--- src/rtl/led_fade_pwm.sv ---
// Per-LED PWM fade stage: each of the 16 LEDs ramps a brightness level toward
// the on/off target given by the rotator pattern and drives a PWM of that level.
module led_fade_pwm #(
  parameter int PWM_BITS    = 8,
  parameter int STEP_CYCLES = 390625
) (
  input  logic        clk100m,
  input  logic        rstn,
  input  logic [15:0] pattern_in,
  input  logic        pattern_valid,
  input  logic        fade_en,
  output logic [15:0] leds_out,
  output logic        settled
);

  localparam int                  NUM_LEDS  = 16;
  localparam int                  STEP_W    = (STEP_CYCLES > 1) ? $clog2(STEP_CYCLES) : 1;
  localparam logic [PWM_BITS-1:0] LVL_MAX   = '1;
  localparam logic [PWM_BITS-1:0] LVL_MIN   = '0;
  localparam logic [STEP_W-1:0]   STEP_LAST = STEP_W'(STEP_CYCLES - 1);

  typedef enum logic [1:0] {
    CH_OFF,
    CH_RAMP_UP,
    CH_ON,
    CH_RAMP_DOWN
  } ch_state_e;

  logic [15:0]         target_q, target_d;
  logic [PWM_BITS-1:0] pwm_cnt_q, pwm_cnt_d;
  logic [STEP_W-1:0]   step_cnt_q, step_cnt_d;
  logic [PWM_BITS-1:0] level_q [NUM_LEDS];
  logic [PWM_BITS-1:0] level_d [NUM_LEDS];
  ch_state_e           ch_state [NUM_LEDS];
  logic                step_tick;
  logic [15:0]         leds_q, leds_d;
  logic                settled_q, settled_d;

  always_comb begin
    step_tick  = (step_cnt_q == STEP_LAST);
    pwm_cnt_d  = pwm_cnt_q + PWM_BITS'(1);
    step_cnt_d = step_tick ? '0 : step_cnt_q + STEP_W'(1);
    target_d   = pattern_valid ? pattern_in : target_q;
  end

  // Channel state is derived from level and target; nothing extra is stored.
  always_comb begin
    for (int i = 0; i < NUM_LEDS; i++) begin
      if (target_q[i]) begin
        ch_state[i] = (level_q[i] == LVL_MAX) ? CH_ON : CH_RAMP_UP;
      end else begin
        ch_state[i] = (level_q[i] == LVL_MIN) ? CH_OFF : CH_RAMP_DOWN;
      end
    end
  end

  // Uses target_q, so a capture landing on a step tick only steers later ticks.
  always_comb begin
    for (int i = 0; i < NUM_LEDS; i++) begin
      // NOTE: default first so every path assigns level_d; a missing branch would infer a latch.
      level_d[i] = level_q[i];
      if (!fade_en) begin
        level_d[i] = target_q[i] ? LVL_MAX : LVL_MIN;
      end else if (step_tick) begin
        case (ch_state[i])
          CH_RAMP_UP:   level_d[i] = level_q[i] + PWM_BITS'(1);
          CH_RAMP_DOWN: level_d[i] = level_q[i] - PWM_BITS'(1);
          default:      level_d[i] = level_q[i];
        endcase
      end
    end
  end

  // MAX is forced high so a full-on LED never blinks at the PWM wrap.
  always_comb begin
    leds_d    = '0;
    settled_d = 1'b1;
    for (int i = 0; i < NUM_LEDS; i++) begin
      leds_d[i] = (level_q[i] == LVL_MAX) || (level_q[i] > pwm_cnt_q);
      if (level_q[i] != (target_q[i] ? LVL_MAX : LVL_MIN)) begin
        settled_d = 1'b0;
      end
    end
  end

  always_ff @(posedge clk100m or negedge rstn) begin
    if (!rstn) begin
      target_q   <= '0;
      pwm_cnt_q  <= '0;
      step_cnt_q <= '0;
      leds_q     <= '0;
      settled_q  <= 1'b1;
      // NOTE: the level array is a bank of flops, not a RAM, so it is cleared by reset like any register.
      for (int i = 0; i < NUM_LEDS; i++) begin
        level_q[i] <= '0;
      end
    end else begin
      // NOTE: non-blocking assignments so every register samples pre-edge values.
      target_q   <= target_d;
      pwm_cnt_q  <= pwm_cnt_d;
      step_cnt_q <= step_cnt_d;
      leds_q     <= leds_d;
      settled_q  <= settled_d;
      for (int i = 0; i < NUM_LEDS; i++) begin
        level_q[i] <= level_d[i];
      end
    end
  end

  assign leds_out = leds_q;
  assign settled  = settled_q;

endmodule
--- config.mk ---
export PLATFORM = sky130hd
export DESIGN_NAME = led_fade_pwm
export DESIGN_NICKNAME = d
export VERILOG_FILES = /design/src/rtl/led_fade_pwm.sv
export SDC_FILE = /design/constraint.sdc
export NUM_CORES = 1
export LEC_CHECK = 0
export ABC_AREA = 0
export CORE_AREA = 2 2 181 183
export DETAILED_ROUTE_END_ITERATION = 6
export DIE_AREA = 0 0 183 185
export GPL_TIMING_DRIVEN = 0
export PLACE_DENSITY = 0.66
export SETUP_SLACK_MARGIN = 0.02
export SLEW_MARGIN = 10
export SYNTH_ARGS = -nofsm -noshare
export SYNTH_HDL_FRONTEND = slang
export SYNTH_SLANG_ARGS = --single-unit
--- constraint.sdc ---
create_clock -name clk100m -period 7.9 [get_ports clk100m]
set_input_delay 2.37 -clock clk100m [delete_from_list [all_inputs] [get_ports clk100m]]
set_output_delay 2.37 -clock clk100m [all_outputs]
set_load 0.02 [all_outputs]
Word-level counts from Yosys, hierarchy flattened --
Index checks and enable logic that the tools add are counted.
Operators by class: add/sub/neg operators 34, multiply operators 0, div/mod/pow operators 0, magnitude comparators 16, equal/unequal tests 82, shift-type cells 0, muxes and demuxes 129, bitwise logic cells 0, reductions and logical operators 48
Operator list (number):
- 8-bit 2-to-1 mux | 48
- 8-bit case mux with 2 select lines | 16
- 8-bit by 1-bit adder with 8-bit output, second input constant | 17
- 8-bit equality test, second input constant | 16
- 8-bit > comparator | 16
- 8-bit zero test | 16
- 8-bit != test | 16
- 8-bit by 1-bit subtractor with 8-bit output, second input constant | 16
- 2-bit 2-to-1 mux | 48
- 3-bit by 1-bit != test with 1-bit output, second input constant | 16
- 2-bit by 1-bit equality test with 1-bit output, second input constant | 16
- 2-bit equality test, second input constant | 16
- 2-bit AND reduction | 16
- 19-bit by 1-bit adder with 19-bit output, second input constant | 1
- 19-bit equality test, second input constant | 1
- 19-bit 2-to-1 mux | 1
- 1-bit logical OR | 16
- 1-bit 2-to-1 mux | 16
- 2-bit by 1-bit != test with 1-bit output, second input constant | 1
Storage, ports and cells: bits in registers 188, latch bits 0, RAM bits 0, ROM bits 0, bits of input ports 20, output and inout port bits 17, logic and storage cells 330, memories 0

Depth between registers and ports, before layout --
word-level depth 18, mapped depth 11, gate-level depth less buffers 11

Least setup slack after synthesis --
Ideal clock, no wire load.
path kind in2reg, from input port fade_en, to register level_q[8] in the netlist's numbering, setup time 0.140 ns, arrival 3.583 ns, required time 7.760 ns, slack 4.177 ns, stages 4, buffers on the path 3, path through clkbuf_1 buf_4 dlygate4sd3_1 a21oi_1
Between the ends: word-level cells in the longest chain between the ends 2, elaborated cells on any way between the ends 4, those cells by class 2 x eq/ne; 1 x mux; 1 x reduce/logical
RTL lines:
- from (decl) | line 11 | input logic fade_en,
- 3-bit by 1-bit != test with 1-bit output (no source line) or 2-bit by 1-bit != test with 1-bit output (tied branches)
- 2-bit AND reduction (no source line)
- to (signal, indexed assignment) | line 105 | level_q[i] <= level_d[i];
- to (decl) | line 32 | logic [PWM_BITS-1:0] level_q [NUM_LEDS];
Several ways; a longest one is shown, not always the timed one. A chain may end at the register's enable or synchronous reset.

Final worst setup path --
from input port fade_en, to register level_q[103] in the netlist's numbering
Same word-level chain as after synthesis.

==> out/metrics.yaml <==
pwr:
  p_leak_nw: 7.21
  p_sw_mw: 1.24
  swShare: 0.374
  power.density_nw_per_um2: 192
  p_int_mw: 2.08
  seqPwrFrac: 0.367
  finalPower_mw: 3.32
  peakVddDrop_mv: 0.168
  p_comb_frac: 0.361
  clkPwrFrac: 0.272
clocking:
  clkLatencyLatePin_ns: 0.46
  clkTransAtPathRegs_ns: 0.07
  cts_made_buffers: 17
  ctsResizeCount: 0
  clkSinkCount: 188
  cts_tree: "done"
  cts-root-buf: "clkbuf_16"
  htree_num_levels: 4
  cts_max_path_buffers: 2
  cts_hold_buf: 0
  cts_setup_buffers: 0
sta:
  fin_ws_ns: 3.19
  min_period_ns: 4.71
  max-slew-margin-rel: 0.144
  rsz0062_at_grt: "false"
  finalHoldViolations: 0
  slew_viol_final: 0
  finClkSkew_ns: 0.0144
  max_freq_ghz: 0.212
  finalCritPeriodShare: 0.597
  setup_viol: 0
  worstMarginPinSlew_ns: 1.28
critical_path:
  cp.required_ns: 8.19
  critPathSlowestCell: "dlygate4sd1_1"
  crit_path_start_kind: "input port"
  worstPathMaxFanout: 10
  max_stage_delay_ns: 0.77
  cp-end-kind: "register"
  crit_arrival_ns: 5.01
  cpMostUsedCell: "clkbuf_1"
  crit_chain: "clkdlybuf4s50_1 -> clkbuf_1 -> dlygate4sd1_1 -> clkbuf_1 -> a21oi_1"
  crit_type: "input port to register"
place:
  place_congestion: 0.889
  place_ws_ns: 2.72
  numPortBuffers: 35
  place_hpwl_um: 30000
  dp.cells: 2204
cells_and_area:
  mostFrequentLayoutCells: "ha_1, dfrtp_1, a21oi_1, nor2_1, nand2_1"
  final_cells: 2235
  register_area_um2: 4710
  multiInputGateArea_um2: 10600
  antenna_cells: 0
  fill_cells: 2904
  drive_gt1_frac: 0.0520
  synthToLayoutAreaGrowth_pct: 9.41
  final_common_cell: "ha_1"
  finalCoreUtilization: 0.540
  nets: 2078
drt:
  totalWireLength_um: 43000
  met3WireLength_um: 2190
  ant_nets: 0
  post_drt_wl_per_cell_um: 19.2
  top_layer: "met4"
  route.met2.wl_um: 20000
  vias_per_cell: 6.22
  drcViolationCount: 0
  first_pass_iters: 6
  drt_iter0_markers: 955
  m1WireLength_um: 19400
  vias: 13900
logic_synthesis:
  synthFlopType: "dfrtp_1"
  synth_top_area_cell: "dfrtp_1"
  synth.distinct_cells: 74
  async_reset_ff_frac: 1.00
  synth_enable_flop_cells: 0
  synth_top_cell_area_share: 0.296
  syn_inst: 1760
  synthesis.nets: 2023
  yosys_warnings: 0
  yosys-top-cells-area: "dfrtp_1, ha_1, a21oi_1"
  synth-seq-cells: 188
  netlist_area_um2: 15800
  syn_area_per_cell_um2: 8.98
  ys_seq_area_frac: 0.298
die:
  core.rowCount: 66
  die_h_um: 185
  start_util: 0.493
  dieArea_um2: 33900
  dieWidth_um: 183
  coreArea_um2: 32000
  ioPinCount: 37
grt:
  grt_pass1_wl_um: 70800
  grt_max_degree: 103
  grt_pass1_vias: 13500
  track_usage: 0.264
  antenna_found_initial: 0
  grt.overflow.total: 0
hold_path:
  hp-class: "register to register"
job:
  drv_cap: 0
run_status:
  status: "complete, no violations"
cell usage after synthesis (4+ instances only):
cell type,instances
o22ai_1,13
a22oi_1,4
ha_1,227
o31ai_1,10
or3_1,9
o211ai_1,22
o21bai_1,33
dfrtp_1,187
nor4_1,13
nand2_1,98
nand3_1,80
a2111o_1,5
a311oi_1,12
nor3_1,70
and3_1,5
mux2_2,17
o21ai_0,74
a21o_1,28
or2_2,5
xnor2_1,58
a31oi_1,44
or4_1,22
mux2i_1,20
nand4_1,48
nor2b_1,37
nor3_2,6
xor2_1,30
buf_4,4
inv_1,89
o21a_1,9
clkbuf_1,25
o41ai_1,13
a221o_1,17
a21oi_1,182
fa_1,16
a2111oi_4,5
nor2_1,148
nand2b_1,15
buf_6,4
worst paths after layout:
| check | startpoint | to | slack, ns | cells after the start |
|---|---|---|---|---|
| max | fade_en | level_q[103]$_DFFE_PN0P_ | 3.19 | 5 |
| min | pwm_cnt_q[6]$_DFF_PN0_ | pwm_cnt_q[6]$_DFF_PN0_ | 0.47 | 1 |
| max reg2reg | level_q[1]$_DFFE_PN0P_ | level_q[7]$_DFFE_PN0P_ | 4.44 | 10 |
| min reg2reg | pwm_cnt_q[6]$_DFF_PN0_ | pwm_cnt_q[6]$_DFF_PN0_ | 0.47 | 1 |
| max in group asynchronous | rstn | leds_out[14]$_DFF_PN0_ | 4.98 | 2 |
| min in group asynchronous | rstn | level_q[109]$_DFFE_PN0P_ | 1.94 | 1 |
cells by family (layout without fill, tap and decap cells):
family,after synthesis,after routing,share of synthesized area
simple gates,572,572,0.183
compound gates,502,502,0.210
fa+ha+maj,243,243,0.200
flops,188,188,0.298
buf+inv,129,196,0.0344
xor+xnor,88,88,0.0487
mux,38,38,0.0255
critical path, delay by kind of cell:
family                 cells  cell delay (ns)
AOI/OAI and AO/OA          1             0.16
buffers and inverters      4             2.46
state kept, by name, indices dropped and copies added (netlist names):
signal and count:
level_q 128, target_q 16, leds_out 16, pwm_cnt_q 8, step_cnt_q 19, settled 1
layout make-up:
class / count / share of cell area
Sequential cell: 188 / 0.272
Tap cell: 408 / 0.0295
Multi-Input combinational cell: 1443 / 0.610
Timing Repair Buffer: 36 / 0.0221
Inverter: 90 / 0.0195
Clock inverter: 12 / 0.00810
Buffer: 39 / 0.0119
Clock buffer: 19 / 0.0262
power groups by stage:
stage / logic [mW] / clock network, mW / registers, mW
4_1_cts: 1.19 / 0.923 / 1.22
2_1_floorplan: 0.901 / 0 / 1.21
5_1_grt: 1.37 / 0.956 / 1.24
3_5_place_dp: 1.18 / 0 / 1.23
3_3_place_gp: 1.13 / 0 / 1.23
6_report: 1.20 / 0.904 / 1.22
routing by layer:
metal / track usage / vias to the layer above
met5: 0 / -
met4: 0.104 / 0
met3: 0.0383 / 83
met2: 0.438 / 364
met1: 0.347 / 6729
li1: - / 6725
through the flow:
step | hold slack, ns | setup TNS (ns) | cell area [µm²]
6_report | 0.468 | 0 | 17300
5_1_grt | 0.500 | 0 | 17300
4_1_cts | 0.476 | 0 | 17300
3_5_place_dp | 0.466 | 0 | 16700
3_3_place_gp | 0.461 | -747.24 | 16700
2_1_floorplan | 0.445 | 0 | 15800
Power figures use the tool's default switching activity.
